## src/rtl/mem_arbiter_pkg.sv

```systemverilog
// ----------------------------------------------------------------------------
// mem_arbiter_pkg
// Shared types for the memory bus arbiter slice.
//   arb_state_t : arbiter FSM states (idle, fetch owns bus, data owns bus)
//   owner_t     : which port currently owns the bus transaction
//   state_owner : maps an FSM state to the port that owns the bus
// ----------------------------------------------------------------------------
package mem_arbiter_pkg;

    typedef enum logic [1:0] {
        IDLE   = 2'd0,
        BUSY_I = 2'd1,
        BUSY_D = 2'd2
    } arb_state_t;

    typedef enum logic [1:0] {
        OWN_NONE = 2'd0,
        OWN_I    = 2'd1,
        OWN_D    = 2'd2
    } owner_t;

    // Starvation counter covers STARVE_LIMIT up to 15, watchdog up to 255.
    localparam int STARVE_CNT_W = 4;
    localparam int WD_CNT_W     = 8;

    function automatic owner_t state_owner(input arb_state_t s);
        owner_t o;
        case (s)
            BUSY_I:  o = OWN_I;
            BUSY_D:  o = OWN_D;
            default: o = OWN_NONE;
        endcase
        return o;
    endfunction

endpackage

```

## src/rtl/mem_arb_fairness.sv

```systemverilog
// ----------------------------------------------------------------------------
// mem_arb_fairness
// Tracks how many data grants have been issued back-to-back while a fetch was
// waiting, and tells the arbiter when the fetch must be served next.
// Ports:
//   clk, reset    : clock and synchronous active-high reset
//   imem_req      : fetch request level
//   in_idle       : arbiter is in IDLE this cycle
//   grant_d       : data port is being granted on this edge
//   grant_i       : fetch port is being granted on this edge
//   force_fetch   : fetch is pending and has been starved STARVE_LIMIT times
//   starve_cnt    : current count of consecutive data grants over a pending fetch
// ----------------------------------------------------------------------------
module mem_arb_fairness
    import mem_arbiter_pkg::*;
#(
    parameter int STARVE_LIMIT = 4
) (
    input  logic                    clk,
    input  logic                    reset,
    input  logic                    imem_req,
    input  logic                    in_idle,
    input  logic                    grant_d,
    input  logic                    grant_i,
    output logic                    force_fetch,
    output logic [STARVE_CNT_W-1:0] starve_cnt
);

    localparam logic [STARVE_CNT_W-1:0] LIMIT = STARVE_CNT_W'(STARVE_LIMIT);

    assign force_fetch = imem_req && (starve_cnt == LIMIT);

    // A data grant only counts as starvation when a fetch is actually waiting;
    // an idle cycle with no fetch pending means nobody is being starved.
    always_ff @(posedge clk) begin
        if (reset) begin
            starve_cnt <= '0;
        end else if (grant_i) begin
            starve_cnt <= '0;
        end else if (grant_d && imem_req && (starve_cnt != LIMIT)) begin
            starve_cnt <= starve_cnt + 1'b1;
        end else if (in_idle && !imem_req) begin
            starve_cnt <= '0;
        end
    end

endmodule

```

## src/rtl/mem_arbiter.sv

```systemverilog
// ----------------------------------------------------------------------------
// mem_arbiter
// Shares one single-ported memory bus between the instruction fetch port and
// the data port. Data has priority, bounded by the fairness counter. A
// watchdog forces completion of a transaction that is never acknowledged.
// Ports:
//   clk, reset                    : clock and synchronous active-high reset
//   imem_req/addr/rdata/wait      : fetch port
//   dmem_req/we/be/addr/wdata     : data port request side
//   dmem_rdata/wait               : data port response side
//   bus_req/we/be/addr/wdata      : registered bus request, stable while bus_req
//   bus_ack/bus_rdata             : bus completion strobe and read data
//   bus_error                     : one-cycle pulse when the watchdog fires
// ----------------------------------------------------------------------------
module mem_arbiter
    import mem_arbiter_pkg::*;
#(
    parameter int ADDR_WIDTH   = 32,
    parameter int DATA_WIDTH   = 32,
    parameter int STARVE_LIMIT = 4,
    parameter int TIMEOUT      = 255
) (
    input  logic                    clk,
    input  logic                    reset,
    input  logic                    imem_req,
    input  logic [ADDR_WIDTH-1:0]   imem_addr,
    output logic [DATA_WIDTH-1:0]   imem_rdata,
    output logic                    imem_wait,
    input  logic                    dmem_req,
    input  logic                    dmem_we,
    input  logic [DATA_WIDTH/8-1:0] dmem_be,
    input  logic [ADDR_WIDTH-1:0]   dmem_addr,
    input  logic [DATA_WIDTH-1:0]   dmem_wdata,
    output logic [DATA_WIDTH-1:0]   dmem_rdata,
    output logic                    dmem_wait,
    output logic                    bus_req,
    output logic                    bus_we,
    output logic [DATA_WIDTH/8-1:0] bus_be,
    output logic [ADDR_WIDTH-1:0]   bus_addr,
    output logic [DATA_WIDTH-1:0]   bus_wdata,
    input  logic                    bus_ack,
    input  logic [DATA_WIDTH-1:0]   bus_rdata,
    output logic                    bus_error
);

    // The watchdog fires in the TIMEOUT-th busy cycle, so compare against one less.
    localparam logic [WD_CNT_W-1:0] WD_LAST = WD_CNT_W'(TIMEOUT - 1);

    arb_state_t              state;
    logic [WD_CNT_W-1:0]     wd_cnt;
    logic [STARVE_CNT_W-1:0] starve_cnt;
    logic                    force_fetch;
    logic                    in_idle;
    logic                    busy;
    logic                    grant_d;
    logic                    grant_i;
    logic                    wd_expire;
    logic                    done;
    logic                    done_i;
    logic                    done_d;
    logic [DATA_WIDTH-1:0]   rdata_done;
    owner_t                  owner;

    assign in_idle = (state == IDLE);
    assign busy    = !in_idle;
    assign owner   = state_owner(state);

    assign grant_d = in_idle && dmem_req && !force_fetch;
    assign grant_i = in_idle && imem_req && !grant_d;

    // A real ack in the expiry cycle wins, so the watchdog never reports an
    // error for a transaction that did complete.
    assign wd_expire  = busy && !bus_ack && (wd_cnt == WD_LAST);
    assign done       = busy && (bus_ack || wd_expire);
    assign done_i     = done && (owner == OWN_I);
    assign done_d     = done && (owner == OWN_D);
    assign rdata_done = wd_expire ? '0 : bus_rdata;

    // Completion is only reported to a requester that is still asking; a
    // squashed request sees its wait follow the dropped req and gets no data.
    assign imem_wait  = imem_req && !done_i;
    assign dmem_wait  = dmem_req && !done_d;
    assign imem_rdata = (imem_req && done_i) ? rdata_done : '0;
    assign dmem_rdata = (dmem_req && done_d && !bus_we) ? rdata_done : '0;

    mem_arb_fairness #(
        .STARVE_LIMIT (STARVE_LIMIT)
    ) u_fairness (
        .clk         (clk),
        .reset       (reset),
        .imem_req    (imem_req),
        .in_idle     (in_idle),
        .grant_d     (grant_d),
        .grant_i     (grant_i),
        .force_fetch (force_fetch),
        .starve_cnt  (starve_cnt)
    );

    // FSM, bus request registers and watchdog. Bus fields are captured from
    // the granted port on the grant edge and held until completion, so later
    // address changes from the requester have no effect on the bus.
    always_ff @(posedge clk) begin
        if (reset) begin
            state     <= IDLE;
            bus_req   <= 1'b0;
            bus_we    <= 1'b0;
            bus_be    <= '0;
            bus_addr  <= '0;
            bus_wdata <= '0;
            bus_error <= 1'b0;
            wd_cnt    <= '0;
        end else begin
            bus_error <= 1'b0;
            case (state)
                IDLE: begin
                    wd_cnt <= '0;
                    if (grant_d) begin
                        state     <= BUSY_D;
                        bus_req   <= 1'b1;
                        bus_we    <= dmem_we;
                        bus_be    <= dmem_be;
                        bus_addr  <= dmem_addr;
                        bus_wdata <= dmem_wdata;
                    end else if (grant_i) begin
                        state     <= BUSY_I;
                        bus_req   <= 1'b1;
                        bus_we    <= 1'b0;
                        bus_be    <= '1;
                        bus_addr  <= imem_addr;
                        bus_wdata <= '0;
                    end
                end
                BUSY_I, BUSY_D: begin
                    if (done) begin
                        state     <= IDLE;
                        bus_req   <= 1'b0;
                        bus_error <= wd_expire;
                        wd_cnt    <= '0;
                    end else begin
                        wd_cnt <= wd_cnt + 1'b1;
                    end
                end
                default: begin
                    state   <= IDLE;
                    bus_req <= 1'b0;
                    wd_cnt  <= '0;
                end
            endcase
        end
    end

endmodule

```

## config.mk

```make
export PLATFORM = sky130hd
export DESIGN_NAME = mem_arbiter
export DESIGN_NICKNAME = d
export VERILOG_FILES = /design/src/rtl/mem_arbiter_pkg.sv /design/src/rtl/mem_arb_fairness.sv /design/src/rtl/mem_arbiter.sv
export SDC_FILE = /design/constraint.sdc
export NUM_CORES = 1
export LEC_CHECK = 0
export CAP_MARGIN = 20
export CORE_UTILIZATION = 37
export DETAILED_ROUTE_END_ITERATION = 7
export GPL_ROUTABILITY_DRIVEN = 0
export PLACE_DENSITY_LB_ADDON = 0.25
export SLEW_MARGIN = 15
export SYNTH_ARGS = -nofsm -noshare
export SYNTH_HDL_FRONTEND = slang
export SYNTH_HIERARCHICAL = 1
export SYNTH_SLANG_ARGS = --single-unit
export TNS_END_PERCENT = 50
```

## constraint.sdc

```tcl
create_clock -name clk -period 2.7 [get_ports clk]
set_input_delay 0.54 -clock clk [delete_from_list [all_inputs] [get_ports clk]]
set_output_delay 0.54 -clock clk [all_outputs]
set_load 0.02 [all_outputs]
```

==> run metrics <==
status complete, no violations; Max FO, Critical Path 32; max-cap viol count 0; RSZ-0062 raised after global routing false; drc violations 0; worst hold path type flip-flop to flip-flop; final worst path period share 95.5%; post-DP HPWL between 10 and 15 mm; DIE HEIGHT 111 um; synth unique cells 49; total gr overflow 0; Syn-to-layout area delta 70.4%; Final Util between 60% and 70%; Nets approximately 940; synthesized flop and latch total 85; max_slew headroom 70.7%; die span in x 111 um; CTS tree yes; crit path kind flip-flop to output port; commonest non-fill, non-tap cell in the layout clkdlybuf4s50_1; Max clock buf depth 2; Cell Rows 39; WP data required 2160 ps; startpoint class of the critical path flip-flop; LEAKAGE 3.08 nW; Peak Freq between 300 and 400 MHz; cts bufs inserted 9; CTS root buf clkbuf_16; first-pass GRT wire length around 23 mm; average routed wire per standard cell 14.9 um; syn_area_per_cell 8.18 sq um; PortBufs 274; DR pass1 iterations 4; io pins 275; total power about 4.7 mW; Max VDD drop 355 uV; Cell Pwr Density 626 nW/um^2; Vias 4762; WP data arrival 2040 ps; H-Tree Depth 3; Final Max Slew Viols 0; die footprint 12200 sq um; Hold WS 465 ps; fraction of layout cells with a size suffix above 1 8.91%; sequential area share after synthesis 39.0%; cell area after synthesis 4360 sq um; final setup violation count 0; largest net degree at the start of global routing 86; Placed Cells 924; Core Box Area around 11000 sq um; Critical Path End Type output port; Fin. Hold Viols 0; final wirelength between 10 and 15 mm; Final min period 2580 ps; vias in the first global route 4752; syn_nets around 680; Final Instance Area 7430 sq um; most frequent cells in the layout clkdlybuf4s50_1 (207), nand2_1 (106), dfxtp_1 (85); ANT nets after route 0; worst-skew pair later-pin latency between 300 and 400 ps; total of warnings raised by yosys 6; DP Area between 7000 and 8000 sq um; Primary FF master, synth dfxtp_1; Post-synth EDFFs 0; Vias/cell 5.07; starting density of the core 38.0%; Post-Synthesis Cells 533; worst-margin pin slew 439 ps; diodes inserted 0; Post-synth ARST share 0%; All-Layer GR Usage 23.1%; initial antenna violation count 0; Non-Filler Instances 940; drt initial violations 246; final setup skew 6.57 ps; Clock Sink Count 85; Worst-path clk slew 60 ps
power by group:
part,leakage [nW],switching (mW),total (mW),internal [mW]
clock,0.141,0.525,1.18,0.657
sequential,0.700,0.115,1.57,1.46
combinational,2.24,1.04,1.90,0.858
flip-flops by register name (all words and copies together) (netlist names), 2 cells and up:
| name | cells |
|---|---|
| bus_addr | 32 |
| bus_wdata | 32 |
| wd_cnt | 8 |
| bus_be | 4 |
| u_fairness/starve_cnt | 4 |
| state | 2 |
path summary, 6_finish.rpt:
kind	slack, ps	to	cells after the start	startpoint
setup reg to reg	420	u_fairness/starve_cnt[3]	9	u_fairness/starve_cnt[0]
hold reg to reg	460	bus_wdata[8]	2	bus_wdata[8]
hold / removal	460	bus_wdata[8]	2	bus_wdata[8]
setup / recovery	120	dmem_rdata[22]	7	state[0]
area by class of cell:
cell class | count | area, sq um
clock buffers | 10 | 239
clock inverters | 6 | 46.3
fillers | 983 | 4040
inverters | 12 | 45.0
multi-input cells | 395 | 2390
flip-flops and latches | 85 | 1700
well taps | 143 | 179
repair buffers | 289 | 2830
cells in the mapped netlist (4+ instances only):
cell type	number	area [sq um]
nand2_1	107	402
nand3_1	45	225
buf_2	18	90.1
dfxtp_1	85	1700
clkbuf_1	11	41.3
o211ai_1	4	30.0
a311oi_2	26	390
buf_4	6	45.0
a21oi_1	38	190
and2_1	67	419
a311oi_1	7	61.3
inv_1	11	41.3
nor2_1	38	143
nor3_1	14	70.1
ha_1	7	87.6
critical path, cell delays in order (launching register included):
cell	delay (ps)
dfxtp_1	380
inv_1	90
ha_1	210
nand2b_4	160
nor3_4	210
buf_12	180
and2_1	140
dlygate4sd2_1	330
timing repair:
item,4_1_cts,5_1_grt
setup buffers,0,0
endpoints found under the setup margin,66,0
gates resized for setup,66,0
hold buffers,0,0
per-layer routing:
metal / vias up / part of all wire [%] / wire, um / GRT usage, %
met2: 206 / 51 / 7160 / 41.4
met1: 2188 / 39 / 5440 / 24.9
met4: 0 / 2.7 / 378 / 10.9
met5: - / 0 / 0 / 0
li1: 2340 / - / - / -
met3: 28 / 7.4 / 1040 / 6.53
stage by stage:
| stage | setup slack [ps] | setup TNS, ps |
|---|---|---|
| 3_5_place_dp | -155 | -5990 |
| 4_1_cts | 75.4 | 0 |
| 6_report | 121 | 0 |
| 5_1_grt | 0.101 | 0 |
| 2_1_floorplan | 507 | 0 |
| 3_3_place_gp | -86.5 | -3240 |
cells by family after synthesis:
family,after synthesis,share of synthesized area [%]
and+or+nand+nor,296,34.3
AOI/OAI and AO/OA,89,17.9
DFF,85,39.0
buffers and inverters,53,6.20
adders and majority gates,7,2.01
xor gates and xnor gates,3,0.603
(Power assumes the default switching activity.)
